===== src/rtl/display_pkg.sv =====
// Shared constants for the seven-segment display drivers: blank pattern,
// brightness width and the active-low hex glyph table ({CA..CG}).
package display_pkg;

    localparam logic [7:0] SEG_BLANK = 8'hFF;
    localparam int BRIGHT_W = 4;
    localparam logic [BRIGHT_W-1:0] BRIGHT_FULL = '1;

    // Entry n is the glyph for hex digit n; bit 6 = CA ... bit 0 = CG, 0 = segment on.
    localparam logic [15:0][6:0] HEX_PATTERN = {
        7'b0111000,  // F
        7'b0110000,  // E
        7'b1000010,  // d
        7'b0110001,  // C
        7'b1100000,  // b
        7'b0001000,  // A
        7'b0000100,  // 9
        7'b0000000,  // 8
        7'b0001111,  // 7
        7'b0100000,  // 6
        7'b0100100,  // 5
        7'b1001100,  // 4
        7'b0000110,  // 3
        7'b0010010,  // 2
        7'b1001111,  // 1
        7'b0000001   // 0
    };

endpackage


===== src/rtl/hex_to_seg7.sv =====
// Combinational hex nibble to active-low 7-segment glyph decoder.
module hex_to_seg7
    import display_pkg::*;
(
    input  logic [3:0] nibble,
    output logic [6:0] pattern
);

    assign pattern = HEX_PATTERN[nibble];

endmodule


===== src/rtl/seven_seg_scanner.sv =====
// Time-multiplexed driver for NUM_DIGITS common-anode 7-segment digits.
// Inputs are captured once per frame into shadow registers; each digit gets
// one slot of 2**PRESCALE_W clocks, PWM-dimmed by the upper prescaler bits.
// Optional blinking is enabled by defining SEVEN_SEG_BLINK_EN.
module seven_seg_scanner
    import display_pkg::*;
#(
    parameter int NUM_DIGITS = 8,
    parameter int PRESCALE_W = 11,
    parameter int BLINK_W    = 6
) (
    input  logic                    clock,
    input  logic                    reset,
    input  logic [4*NUM_DIGITS-1:0] value,
    input  logic [NUM_DIGITS-1:0]   point,
    input  logic [NUM_DIGITS-1:0]   blank,
    input  logic                    lz_suppress,
    input  logic [BRIGHT_W-1:0]     brightness,
`ifdef SEVEN_SEG_BLINK_EN
    input  logic [NUM_DIGITS-1:0]   blink,
`endif
    output logic [7:0]              segment,
    output logic [NUM_DIGITS-1:0]   digit,
    output logic                    frame_tick
);

    localparam int INDEX_W = (NUM_DIGITS > 1) ? $clog2(NUM_DIGITS) : 1;
    localparam logic [INDEX_W-1:0] LAST_INDEX = INDEX_W'(NUM_DIGITS - 1);

    // Reject configurations the PWM slice or the index logic cannot support.
    if (NUM_DIGITS < 2 || NUM_DIGITS > 8 || PRESCALE_W < BRIGHT_W || BLINK_W < 1) begin : g_bad_params
        $error("seven_seg_scanner: unsupported parameter combination");
    end

    logic [PRESCALE_W-1:0]   prescaler;
    logic [INDEX_W-1:0]      index;
    logic                    load_pending;
    logic [4*NUM_DIGITS-1:0] value_shadow;
    logic [NUM_DIGITS-1:0]   point_shadow;
    logic [NUM_DIGITS-1:0]   blank_shadow;

    logic                    slot_end;
    logic                    load;
    logic [3:0]              current_nibble;
    logic [6:0]              current_pattern;
    logic [NUM_DIGITS-1:0]   suppress_vec;
    logic                    pwm_lit;
    logic                    blink_dark;
    logic                    show;
    logic [NUM_DIGITS-1:0]   digit_next;
    logic [7:0]              segment_next;

    assign slot_end = &prescaler;
    assign load     = (slot_end && (index == LAST_INDEX)) || load_pending;

    // Prescaler and digit index advance continuously; index steps at each slot end.
    always_ff @(posedge clock or posedge reset) begin
        if (reset) begin
            prescaler <= '0;
            index     <= '0;
        end else begin
            prescaler <= prescaler + 1'b1;
            if (slot_end) begin
                index <= (index == LAST_INDEX) ? '0 : index + 1'b1;
            end
        end
    end

    // Snapshot the display inputs at frame boundaries (or right after reset).
    always_ff @(posedge clock or posedge reset) begin
        if (reset) begin
            load_pending <= 1'b1;
            value_shadow <= '0;
            point_shadow <= '0;
            blank_shadow <= '0;
            frame_tick   <= 1'b0;
        end else begin
            frame_tick <= load;
            if (load) begin
                load_pending <= 1'b0;
                value_shadow <= value;
                point_shadow <= point;
                blank_shadow <= blank;
            end
        end
    end

`ifdef SEVEN_SEG_BLINK_EN
    logic [NUM_DIGITS-1:0] blink_shadow;
    logic [BLINK_W-1:0]    blink_count;

    // Blink mask is captured with the rest of the frame; frame counter sets the phase.
    always_ff @(posedge clock or posedge reset) begin
        if (reset) begin
            blink_shadow <= '0;
            blink_count  <= '0;
        end else begin
            if (load) begin
                blink_shadow <= blink;
            end
            if (frame_tick) begin
                blink_count <= blink_count + 1'b1;
            end
        end
    end

    assign blink_dark = blink_count[BLINK_W-1] && blink_shadow[index];
`else
    assign blink_dark = 1'b0;
`endif

    // A digit is a suppressed leading zero when it and all digits above it are zero.
    always_comb begin
        logic above_zero;
        above_zero   = 1'b1;
        suppress_vec = '0;
        for (int i = NUM_DIGITS - 1; i >= 0; i--) begin
            above_zero = above_zero && (value_shadow[4*i +: 4] == 4'h0);
            suppress_vec[i] = (i != 0) && lz_suppress && above_zero && !point_shadow[i];
        end
    end

    assign current_nibble = value_shadow[{index, 2'b00} +: 4];

    hex_to_seg7 u_decoder (
        .nibble  (current_nibble),
        .pattern (current_pattern)
    );

    assign pwm_lit = (brightness == BRIGHT_FULL) ||
                     (prescaler[PRESCALE_W-1 -: BRIGHT_W] < brightness);

    assign show = pwm_lit && !blank_shadow[index] && !suppress_vec[index] && !blink_dark;

    // Build the next anode and cathode patterns for the current slot.
    always_comb begin
        digit_next   = '1;
        segment_next = SEG_BLANK;
        if (show) begin
            digit_next[index] = 1'b0;
            segment_next      = {current_pattern, ~point_shadow[index]};
        end
    end

    // Register the pin drivers so the board sees glitch-free outputs.
    always_ff @(posedge clock or posedge reset) begin
        if (reset) begin
            digit   <= '1;
            segment <= SEG_BLANK;
        end else begin
            digit   <= digit_next;
            segment <= segment_next;
        end
    end

endmodule


===== config.mk =====
export PLATFORM = sky130hd
export DESIGN_NAME = seven_seg_scanner
export DESIGN_NICKNAME = d
export VERILOG_FILES = /design/src/rtl/display_pkg.sv /design/src/rtl/hex_to_seg7.sv /design/src/rtl/seven_seg_scanner.sv
export SDC_FILE = /design/constraint.sdc
export NUM_CORES = 1
export LEC_CHECK = 0
export CAP_MARGIN = 30
export CORE_MARGIN = 4
export CORE_UTILIZATION = 50
export CTS_BUF_LIST = sky130_fd_sc_hd__clkbuf_4 sky130_fd_sc_hd__clkbuf_8
export CTS_CLUSTER_DIAMETER = 40
export DETAILED_ROUTE_END_ITERATION = 7
export HOLD_SLACK_MARGIN = 0.08
export PLACE_DENSITY = 0.81
export SLEW_MARGIN = 40
export SYNTH_ARGS = -nofsm -noshare
export SYNTH_HDL_FRONTEND = slang
export SYNTH_SLANG_ARGS = --single-unit

===== constraint.sdc =====
create_clock -name clock -period 8.8 [get_ports clock]
set_input_delay 2.64 -clock clock [delete_from_list [all_inputs] [get_ports clock]]
set_output_delay 2.64 -clock clock [all_outputs]
set_load 0.01 [all_outputs]

# After elaboration in Yosys (flattened, before gate mapping)
# Memories as Yosys holds them, arrays and structs flattened.
# Cells that the tools add are included.
dict set report classes {
  add_sub_neg 2
  order_cmp 4
  n_eq_ne 2
  shift 1
  mux 12
  n_bitwise 2
  n_reduce_logical 43
}
# op n
set op_table {}
lappend op_table {{$shiftx 32x6->4} 1}
lappend op_table {{$logic_not 4->1} 7}
lappend op_table {{$logic_and 1x1->1} 24}
lappend op_table {{$mux 8} 2}
lappend op_table {{$add 11x1->11 const B} 1}
lappend op_table {{$reduce_and 11->1} 1}
lappend op_table {{$bmux 1 s3} 3}
lappend op_table {{$logic_not 1->1} 9}
lappend op_table {{$not 8->8} 1}
lappend op_table {{$mux 7} 1}
lappend op_table {{$lt 4x5->1 const B} 1}
lappend op_table {{$eq 4x4->1 const B} 1}
lappend op_table {{$lt 3x4->1 const B} 1}
lappend op_table {{$lt 4x4->1} 1}
lappend op_table {{$mux 1} 4}
lappend op_table {{$add 3x1->3 const B} 1}
lappend op_table {{$demux 1 s3} 1}
lappend op_table {{$eq 3x3->1 const B} 1}
lappend op_table {{$ge 3x1->1 const B} 1}
lappend op_table {{$mux 3} 1}
lappend op_table {{$logic_or 1x1->1} 2}
lappend op_table {{$not 1->1} 1}
dict set report word_totals {
  regBits 80
  romBits 112
  input_bits 55
  out_inout_bits 17
  elab_cells 76
  memories 1
}
# memory depth width rd rd_ports_with_merged_regs wr line_no
set memory_table {}
lappend memory_table {{(name not given)} 16 7 1 0 0 hex_to_seg7.sv:9} ;# assign pattern = HEX_PATTERN[nibble];

# Longest topological paths before layout
dict set report depth {
  word_depth 14
  ltp_mapped 11
  ltp_nobuf 9
}

# Modules after synthesis
# A second synthesis with hierarchy kept.
dict set report unflattened {
  hier_cells 320
  hier_area_um2 3956.3
}
# module n_inst cells_each area_each_um2 seq_area_each_um2
set modules_own_cells {}
lappend modules_own_cells {seven_seg_scanner 1 284 3703.6 2023.2}
lappend modules_own_cells {hex_to_seg7 1 36 252.7 0.0}

# Least setup slack after synthesis
# No wires, ideal clock.
dict set report synth_path {
  path_type {in2reg}
  start {in brightness[1]}
  end {reg digit[4]}
  setup_time_ns 0.095
  t_arrival_ns 3.701
  required_ns 8.705
  setup_slack_ns 5.004
  cell_stages 9
  n_path_buf 2
  path_cell_list {inv_1 > ha_1 > o21ai_0 > o21ai_0 > o211ai_1 > and4_1 > buf_6 > buf_8 > nand3_1}
}
dict set report synth_between {
  elab_chain_cells 5
  word_cells_on_any_way 6
  cone_classes {order compare (1); eq/ne (1); mux (1); reduce/logical (3)}
}
# item line_no
set synth_rtl {}
lappend synth_rtl {{from (decl)} seven_seg_scanner.sv:18} ;# input logic [BRIGHT_W-1:0] brightness,
lappend synth_rtl {{$lt 4x4->1 / $eq 4x4->1 (equally long branches)} {seven_seg_scanner.sv:131, seven_seg_scanner.sv:130}}
lappend synth_rtl {{$logic_or 1x1->1 (*)} seven_seg_scanner.sv:130} ;# assign pwm_lit = (brightness == BRIGHT_FULL) ||
lappend synth_rtl {{$logic_and 1x1->1 (*) (2 in a row)} seven_seg_scanner.sv:133} ;# assign show = pwm_lit && !blank_shadow[index] && !suppress_vec[index] && !blink_dark;
lappend synth_rtl {{$mux 8 (*)} seven_seg_scanner.sv:139} ;# if (show) begin
lappend synth_rtl {{via digit_next[4]} seven_seg_scanner.sv:50} ;# logic [NUM_DIGITS-1:0] digit_next;
lappend synth_rtl {{to (signal assigned)} seven_seg_scanner.sv:151} ;# digit <= digit_next;
lappend synth_rtl {{to (decl)} seven_seg_scanner.sv:23} ;# output logic [NUM_DIGITS-1:0] digit,
# The timed path passes the listed nets; every way through them passes the cells marked *.
# A chain may end at the register's enable or synchronous reset.

# Final worst setup path
dict set report layout_path {
  start {in brightness[1]}
  end {reg segment[5]}
}
dict set report layout_between {
  elab_chain_cells 5
  word_cells_on_any_way 6
  cone_classes {order compare (1); eq/ne (1); mux (1); reduce/logical (3)}
}
# item line_no
set layout_rtl {}
lappend layout_rtl {{$lt 4x4->1 / $eq 4x4->1 (equally long branches)} {seven_seg_scanner.sv:131, seven_seg_scanner.sv:130}}
lappend layout_rtl {{$logic_or 1x1->1 (*)} seven_seg_scanner.sv:130}
lappend layout_rtl {{$logic_and 1x1->1 (*) (2 in a row)} seven_seg_scanner.sv:133}
lappend layout_rtl {{$mux 8 (*)} seven_seg_scanner.sv:139}
lappend layout_rtl {{via segment_next[5]} seven_seg_scanner.sv:51} ;# logic [7:0] segment_next;
lappend layout_rtl {{to (signal assigned)} seven_seg_scanner.sv:152} ;# segment <= segment_next;
lappend layout_rtl {{to (decl)} seven_seg_scanner.sv:22} ;# output logic [7:0] segment,
# Marks and branches as above.

==> results_dict.tcl <==
set metrics [dict create \
    grt_overflow 0 \
    ioPinCount 72 \
    fin_crit_sh 0.500 \
    maxCapViolations 0 \
    whs_ps 481 \
    grt_max_degree 81 \
    synth_top_cell_by_area "dfrtp_1" \
    clock_latency_ps 340 \
    place_ws_ps 4010 \
    drtPass1Iterations 4 \
    ctsHoldBuffers 0 \
    crit_fanout 16 \
    start_util 0.525 \
    cts_buffer_depth 2 \
    fillers 556 \
    drt_iter0_drc 175 \
    reg2reg_depth 8 \
    yosysTopAreaCellShare 0.408 \
    track_usage 0.185 \
    synth.top_cells.by_count "dfrtp_1, mux2_2, dfstp_2" \
    ant_nets 0 \
    syn_inst 296 \
    crit_type "primary input to register" \
    worstSetupStartpoint "brightness[1]" \
    rsz0062_at_grt "false" \
    r2r_setup_slack_ps 6180 \
    synth_ff_type "dfrtp_1" \
    cp.depth 8 \
    port_buffers 71 \
    cp_slowest_cell "and4_1" \
    peakVddDrop_mv 0.131 \
    async_reset_ff_frac 1.00 \
    synth_area_leaders "dfrtp_1, mux2_2, dfstp_2" \
    num_vias 2586 \
    cts_htree_levels 3 \
    syn2layout_area_growth_pct 25.8 \
    viasPerCell 5.50 \
    worstMarginPinSlew_ps 695 \
    seq_area_frac_synth 0.523 \
    wirelength_um 7730 \
    required_ps 9030 \
    die-area_um2 9200 \
    tns_ps 0 \
    crit_chain "clkdlybuf4s50_1 > inv_1 > ha_1 > o21ai_0 > o21ai_0 > o211ai_1 > and4_1 > o221ai_1" \
    netlist_area_um2 3870 \
    hold_path_class "register to register" \
    p_leak_nw 2.01 \
    gp_congestion 0.772 \
    cp-endpoint "segment[5]$_DFF_PP1_" \
    grt_pass1_wl_um 12700 \
    hpwl_um 5620 \
    hold_viol 0 \
    cts.sink_count 80 \
    fmaxAchievable_mhz 227 \
    critPathMaxStageDelay_ps 590 \
    status "complete, no violations" \
    drc 0 \
    clk_pin_slew_ps 80 \
    syn_avg_cell_area_um2 13.1 \
    maxSlewHeadroom 0.537 \
    yosys_warnings 0 \
    min_period_ps 4400 \
    end_kind "register" \
    fin_ws_ps 4400 \
    start_kind "primary input" \
    die_x_um 95.9 \
    setup_viol 0 \
    finalClockSkew_ps 9.21 \
    die-height_um 95.9 \
    post-cts-setup-buffers 0 \
    numCtsBuffers 9 \
    crit_arrival_ps 4640 \
    cts-resized-gates 0 \
    r2r_end "segment[4]$_DFF_PP1_" \
    wl_per_cell_um 16.4 \
    grt_pass1_vias 2622 \
    rows 31 \
    root_buffer "clkbuf_8" \
    rr_startpoint "index[2]$_DFFE_PP0P_" \
    power.density_nw_per_um2 170 \
    critPathTopFamily "compound AO/OA/AOI/OAI gates" \
    synth_cell_types 51 \
    core_um2 7370 \
    tritoncts "yes" \
    cp.buffers_inverters 2 \
    synth-seq-cells 80 \
    post-synth-top-count-cell "dfrtp_1" \
    antenna_found_initial 0 \
    synth_enable_flop_cells 0 \
    synth_fp_nets 363 \
    antenna_cells 0 \
    slew_viol_final 0 \
    drive_gt1_frac 0.278 \
    final_nets 433 \
    crit_path_frequent_cell "o21ai_0" \
]
-- worst min-delay path by stage --
stage / depth (start not counted) / slack [ps] / startpoint / end
global placement: 1 / 460 / prescaler[4]$_DFF_PP0_ / prescaler[4]$_DFF_PP0_
finish: 1 / 480 / prescaler[4]$_DFF_PP0_ / prescaler[4]$_DFF_PP0_
global route: 1 / 490 / prescaler[4]$_DFF_PP0_ / prescaler[4]$_DFF_PP0_
floorplan: 1 / 440 / prescaler[4]$_DFF_PP0_ / prescaler[4]$_DFF_PP0_
detailed placement: 1 / 480 / prescaler[4]$_DFF_PP0_ / prescaler[4]$_DFF_PP0_
CTS: 1 / 490 / prescaler[4]$_DFF_PP0_ / prescaler[4]$_DFF_PP0_
-- per-layer routing --
metal / up-vias / GRT usage / wire (um)
met1: 1273 / 0.246 / 3400
met3: 16 / 0.0336 / 357
met5: - / 0 / 0
met4: 0 / 0.0889 / 176
met2: 76 / 0.293 / 3790
li1: 1221 / - / -
-- flip-flops by register name, indices dropped and copies added (netlist names) --
register      cells
blank_shadow      8
segment           8
index             3
frame_tick        1
load_pending      1
digit             8
value_shadow     32
point_shadow      8
prescaler        11
-- report_power, final --
part,total [W],switching (W),internal (W)
registers,0.000419,0.0000186,0.000400
clock network,0.000291,0.000126,0.000165
logic,0.000115,0.0000463,0.0000691
total,0.000826,0.000191,0.000635
-- logic make-up after synthesis --
group / share of synthesized area
flip-flops: 0.523
multiplexers: 0.225
AND/OR/NAND/NOR: 0.0997
AO/OA/AOI/OAI: 0.0537
buffers and inverters: 0.0382
adder cells (fa/ha/maj): 0.0388
XOR/XNOR: 0.0204
other: 0.000970
-- through the flow --
step / utilization / total power (W) / instance area, um2 / cells
6_report: 0.660 / 0.000826 / 4860 / 470
2_1_floorplan: - / 0.000489 / 3870 / 296
3_5_place_dp: 0.630 / 0.000542 / 4640 / 454
3_3_place_gp: 0.629 / 0.000537 / 4640 / 454
5_1_grt: 0.660 / 0.000863 / 4860 / 470
4_1_cts: 0.660 / 0.000832 / 4860 / 470
-- layout make-up --
cell class | count | area, um2 | share of cell area
tap | 99 | 124 | 0.0255
multi-input combinational | 189 | 1710 | 0.351
clock inverter | 2 | 35.0 | 0.00720
clock buffer | 14 | 186 | 0.0383
timing repair buffer | 76 | 752 | 0.155
inverter | 10 | 37.5 | 0.00772
sequential | 80 | 2020 | 0.416
-- cells in the final DEF, fill, tap and decap left out, types with 8 or more instances in the layout --
cell type,n
clkdlybuf4s50_1,71
dfrtp_1,63
mux2_2,54
dfstp_2,17
nand2_1,13
clkbuf_8,13
ha_1,12
inv_1,9
nor2_1,9
nand3_1,9
mux2i_1,9
nor2b_1,8
Note: power is estimated with default switching activity, not from simulation.
